### src/rtl/fetch_unit.sv
// Fetch stage: in-order instruction fetch with epoch-tagged requests and sequence-numbered delivery to decode.
// Request is combinational from pc; responses pass to D in the same cycle; stale responses drain without D.

// Generic show-ahead FIFO; head_dat is valid whenever count is non-zero.
// Zero-cycle read of the head; the caller guarantees no push when full and no pop when empty.
module fetch_fifo #(
    parameter int p_width = 32,
    parameter int p_depth = 4
) (
    input  logic                       clk,
    input  logic                       rst,
    input  logic                       push_vld,
    input  logic [p_width-1:0]         push_dat,
    input  logic                       pop_vld,
    output logic [p_width-1:0]         head_dat,
    output logic [$clog2(p_depth):0]   count
);
    localparam int aw = (p_depth > 1) ? $clog2(p_depth) : 1;
    localparam int cw = $clog2(p_depth) + 1;

    logic [p_width-1:0] mem [p_depth];
    logic [aw-1:0]      wr_ptr;
    logic [aw-1:0]      rd_ptr;

    function automatic logic [aw-1:0] ptr_inc(input logic [aw-1:0] p);
        return (p == aw'(p_depth - 1)) ? '0 : p + aw'(1);
    endfunction

    assign head_dat = mem[rd_ptr];

    always_ff @(posedge clk) begin
        if (push_vld) begin
            mem[wr_ptr] <= push_dat;
        end
    end

    always_ff @(posedge clk) begin
        if (rst) begin
            wr_ptr <= '0;
            rd_ptr <= '0;
            count  <= '0;
        end else begin
            if (push_vld) wr_ptr <= ptr_inc(wr_ptr);
            if (pop_vld)  rd_ptr <= ptr_inc(rd_ptr);
            if (push_vld && !pop_vld) begin
                count <= count + cw'(1);
            end else if (pop_vld && !push_vld) begin
                count <= count - cw'(1);
            end
        end
    end
endmodule

module fetch_unit #(
    parameter logic [31:0] p_rst_addr      = 32'h0000_0200,
    parameter int          p_seq_num_bits  = 5,
    parameter int          p_num_in_flight = 4,
    parameter int          p_epoch_bits    = 8
) (
    input  logic                      clk,
    input  logic                      rst,
    output logic                      mem_req_val,
    input  logic                      mem_req_rdy,
    output logic [31:0]               mem_req_addr,
    output logic [p_epoch_bits-1:0]   mem_req_opaque,
    input  logic                      mem_resp_val,
    output logic                      mem_resp_rdy,
    input  logic [31:0]               mem_resp_data,
    input  logic [p_epoch_bits-1:0]   mem_resp_opaque,
    output logic                      d_val,
    input  logic                      d_rdy,
    output logic [31:0]               d_inst,
    output logic [31:0]               d_pc,
    output logic [p_seq_num_bits-1:0] d_seq_num,
    input  logic                      squash_val,
    input  logic [31:0]               squash_target,
    input  logic [p_seq_num_bits-1:0] squash_seq_num,
    input  logic                      commit_val,
    input  logic [p_seq_num_bits-1:0] commit_seq_num
);
    localparam int sw = p_seq_num_bits;
    localparam int ew = p_epoch_bits;
    localparam int cw = $clog2(p_num_in_flight) + 1;
    localparam logic [cw-1:0] max_in_flight = cw'(p_num_in_flight);
    localparam logic [sw-1:0] max_live      = '1;

    logic [31:0]   pc;
    logic [ew-1:0] epoch;
    logic [sw-1:0] seq_tail;
    logic [sw-1:0] seq_head;
    logic [sw-1:0] live_cnt;
    logic [sw-1:0] head_next;
    logic [cw-1:0] in_flight;
    logic [31:0]   fifo_pc;
    logic          current;
    logic          req_fire;
    logic          resp_fire;
    logic          d_fire;

    always_comb begin
        current        = (mem_resp_opaque == epoch);
        mem_req_val    = !rst && !squash_val && (in_flight < max_in_flight);
        mem_req_addr   = pc;
        mem_req_opaque = epoch;
        d_val          = !rst && mem_resp_val && current && !squash_val && (live_cnt < max_live);
        d_inst         = mem_resp_data;
        d_pc           = fifo_pc;
        d_seq_num      = seq_tail;
        d_fire         = d_val && d_rdy;
        // Stale responses are accepted unconditionally so old-epoch traffic never blocks fetch.
        mem_resp_rdy   = !rst && !squash_val && (!current || d_fire);
        req_fire       = mem_req_val && mem_req_rdy;
        resp_fire      = mem_resp_val && mem_resp_rdy;
        head_next      = commit_val ? seq_head + sw'(1) : seq_head;
    end

    fetch_fifo #(
        .p_width (32),
        .p_depth (p_num_in_flight)
    ) u_pc_fifo (
        .clk      (clk),
        .rst      (rst),
        .push_vld (req_fire),
        .push_dat (pc),
        .pop_vld  (resp_fire),
        .head_dat (fifo_pc),
        .count    (in_flight)
    );

    always_ff @(posedge clk) begin
        if (rst) begin
            pc       <= p_rst_addr;
            epoch    <= '0;
            seq_tail <= '0;
            seq_head <= '0;
            live_cnt <= '0;
        end else begin
            seq_head <= head_next;
            if (squash_val) begin
                // Live window is rebuilt from the post-commit head so same-cycle commits are honoured.
                pc       <= squash_target;
                epoch    <= epoch + ew'(1);
                seq_tail <= squash_seq_num + sw'(1);
                live_cnt <= squash_seq_num + sw'(1) - head_next;
            end else begin
                if (req_fire) pc <= pc + 32'd4;
                if (d_fire) seq_tail <= seq_tail + sw'(1);
                if (d_fire && !commit_val) begin
                    live_cnt <= live_cnt + sw'(1);
                end else if (commit_val && !d_fire) begin
                    live_cnt <= live_cnt - sw'(1);
                end
            end
        end
    end

`ifndef SYNTHESIS
    always_ff @(posedge clk) begin
        if (!rst && commit_val) begin
            assert (commit_seq_num == seq_head)
                else $error("commit out of order: seq %0d, head %0d", commit_seq_num, seq_head);
        end
    end
`endif
endmodule

### config.mk
export PLATFORM = sky130hd
export DESIGN_NAME = fetch_unit
export DESIGN_NICKNAME = d
export VERILOG_FILES = /design/src/rtl/fetch_unit.sv
export SDC_FILE = /design/constraint.sdc
export NUM_CORES = 1
export LEC_CHECK = 0
export CAP_MARGIN = 20
export CORE_ASPECT_RATIO = 1.25
export CORE_MARGIN = 4
export CORE_UTILIZATION = 40
export DETAILED_ROUTE_END_ITERATION = 10
export PLACE_DENSITY = 0.66
export SETUP_SLACK_MARGIN = 0.2
export SLEW_MARGIN = 30
export SYNTH_ARGS = -nofsm -noshare
export SYNTH_HDL_FRONTEND = slang
export SYNTH_SLANG_ARGS = --single-unit
export TNS_END_PERCENT = 10
### constraint.sdc
create_clock -name clk -period 4.5 [get_ports clk]
set_clock_uncertainty 0.05 [all_clocks]
set_input_delay 0.9 -clock clk [delete_from_list [all_inputs] [get_ports clk]]
set_output_delay 0.9 -clock clk [all_outputs]
set_load 0.02 [all_outputs]
==> out/results.tsv <==
stage	metric	value	unit
grt	grt_start_max_net_pins	43	
final_layout	layout.nets	852	
grt	grt_pass1_wl	30800	um
power_and_ir_drop	power	3.87	mW
routing	drtIter0Drc	296	
grt	antenna_found_initial	0	
grt	overflow	0	
routing	routedWlPerCell	19.1	um
yosys	ys.flop_type	edfxtp_1	
cts	cts_resized	0	
yosys	ys_ff_latch	192	
setup_path	crit_required	3550	ps
timing	hold_ws	443	ps
setup_path	path_class	in -> out	
cts	cts.reportedPaths.clkPinSlew	70	ps
die	die_w	139	um
timing	hold_viol	0	
yosys	avgSynthCellArea	13.4	um2
yosys	syn_inst	638	
run	cap_violations	0	
yosys	ys.warnings.count	0	
routing	ant_nets	0	
setup_path	critPathCaptureType	output pin	
setup_path	r2r_slack	1590	ps
timing	slew_violations	0	
timing	finalSetupViolCount	0	
placement	dpl.hpwl	14100	um
die	coreArea	21000	um2
cts	cts_buffers	17	
hold_path	min_path_type	reg -> reg	
grt	track_usage	0.166	
setup_path	path_max_fanout	4	
yosys	synth_cell_type_count	54	
die	die_h	172	um
final_layout	stdcell_count	1030	
power_and_ir_drop	leakagePower	3.65	nW
final_layout	drive_above_1_share	0.115	
die	dieArea	23900	um2
timing	finalSetupTns	0	ps
timing	worstMarginPinSlew	731	ps
placement	place_inst	997	
status	status	finished, final reports clean	
routing	drt_pass1_iterations	4	
yosys	ys_seq_area_frac	0.598	
cts	tritoncts	built	
yosys	async_flop_share	0	
power_and_ir_drop	powerDensity	367	nW/um2
yosys	synth.area.top_cells	edfxtp_1 (45%), dfxtp_1 (15%), mux4_2 (8.4%), xor2_1 (3.8%), nor2_1 (2.9%)	
setup_path	crit_arrival	2850	ps
timing	rsz0062_at_grt	false	
final_layout	area_delta_synth_final	22.8	%
cts	h-tree-depth	4	
cts	clock_sinks	192	
yosys	synth_top_area_frac	0.448	
yosys	syn-num-nets	748	
die	boundaryPins	201	
final_layout	num-fill-cells	1825	
routing	via_per_inst	5.26	
placement	io_buffers	131	
yosys	netlist_area	8570	um2
setup_path	startpoint_type	input pin	
cts	root_buffer	clkbuf_16	
grt	grt_pass1_vias	5641	
cts	cts_max_path_buffers	2	
cts	cts_setup_buffers	0	
die	start_util	0.409	
power_and_ir_drop	ir_drop	0.248	mV
yosys	synth_edf_count	128	
timing	fmax	263	MHz
routing	drc_errors	0	
timing	min_period_over_period	0.845	
cts	hold_buffers	0	
yosys	yosysTopAreaCell	edfxtp_1	
routing	wl	19600	um
placement	gp_congestion	0.811	
die	rows	59	
timing	timing.slew.headroom	0.512	
final_layout	postLayoutCoreUtil	0.502	
routing	vias	5422	
cts	clkLatencyLatePin	430	ps
timing	layout_min_cycle_time	3800	ps
==> critical path, stage by stage <==
cell and delay, ps:
clkdlybuf4s50_1 410, xor2_1 170, nor4_4 400, nand2_1 120
nor3_1 220, clkdlybuf4s50_1 640
==> registers in the layout, indices dropped and copies added, names as in the netlist, named ones only <==
name,flops
mem_req_addr,32
u_pc_fifo.wr_ptr,2
u_pc_fifo.rd_ptr,2
u_pc_fifo.count,3
seq_head,5
live_cnt,5
d_seq_num,5
mem_req_opaque,8
u_pc_fifo.mem,128
==> metal layers <==
metal / routed length [um] / part of all wire / vias to the layer above / GRT usage
met5: 0 / 0 / - / 0
met2: 10700 / 0.54 / 161 / 0.309
li1: - / - / 2545 / -
met3: 1170 / 0.060 / 23 / 0.0492
met1: 7540 / 0.38 / 2693 / 0.184
met4: 250 / 0.013 / 0 / 0.0494
==> path summary, 6_finish.rpt <==
check                startpoint     endpoint  cells past startpoint
min reg2reg         live_cnt[2]  live_cnt[2]                      2
max reg2reg   mem_req_opaque[2]  live_cnt[4]                     13
min                 live_cnt[2]  live_cnt[2]                      2
max          mem_resp_opaque[4]        d_val                      6
==> cell usage in the layout (no fill, tap or decap), types with 4 or more instances in the layout <==
master and instances:
a211oi_1 15, a21o_1 4, a21oi_1 27, and2_1 8, and3_1 8, buf_4 14, clkbuf_16 17, clkdlybuf4s50_1 129
clkinv_4 4, dfxtp_1 62, edfxtp_1 128, ha_1 18, inv_1 15, mux2i_1 17, mux4_2 32, nand2_1 23
nand3_1 14, nand4_1 18, nor2_1 67, nor3_1 12, nor4_1 4, o211ai_1 5, o21ai_0 4, xnor2_1 14
xor2_1 37
==> area by class of cell <==
class                           instances  area, um2  share of cell area
Antenna cell                            1       2.50            0.000238
Tap cell                              274        343              0.0326
Sequential cell                       192       5130               0.487
Clock buffer                           20        437              0.0415
Inverter                               18       68.8             0.00654
Multi-Input combinational cell        367       3020               0.286
Timing Repair Buffer                  146       1430               0.135
Clock inverter                         12        109              0.0103
==> cells in the mapped netlist (4+ instances only) <==
| master | n |
|---|---|
| edfxtp_1 | 128 |
| buf_4 | 32 |
| o211ai_1 | 5 |
| clkbuf_1 | 14 |
| mux2i_1 | 17 |
| a21oi_1 | 27 |
| a211oi_1 | 15 |
| a21o_1 | 4 |
| xor2_1 | 37 |
| mux4_2 | 32 |
| o21ai_0 | 4 |
| inv_1 | 15 |
| buf_1 | 8 |
| xnor2_1 | 14 |
| nor4_1 | 4 |
| buf_2 | 6 |
| dfxtp_1 | 64 |
| nor2_1 | 67 |
| nor3_1 | 12 |
| nand4_1 | 18 |
| and2_1 | 8 |
| nand3_1 | 14 |
| ha_1 | 18 |
| and3_1 | 8 |
| nand2_1 | 23 |
==> report_power, final <==
part | internal (mW) | switching [mW] | total, mW
sequential | 1.93 | 0.0725 | 2.01
clock | 0.766 | 0.642 | 1.41
combinational | 0.229 | 0.222 | 0.451
total | 2.93 | 0.936 | 3.87
==> metrics by stage <==
| stage | cell area, um2 | worst slack, ps |
|---|---|---|
| after CTS | 10500 | 701 |
| after floorplan | 8570 | 1420 |
| after global routing | 10500 | 558 |
| after detailed placement | 9980 | 664 |
| after global placement | 9980 | 745 |
| final | 10500 | 698 |
==> cell families (layout without fill, tap and decap cells) <==
family,Yosys count,in the layout,synth area share
AO/OA/AOI/OAI,66,66,0.0496
AND/OR/NAND/NOR,178,178,0.109
XOR/XNOR,52,52,0.0549
multiplexers,50,50,0.105
buffers and inverters,79,196,0.0505
adder cells (fa/ha/maj),21,21,0.0333
flip-flops,192,192,0.598
other,0,1,0
No activity file was read; power rests on OpenSTA's default activity.
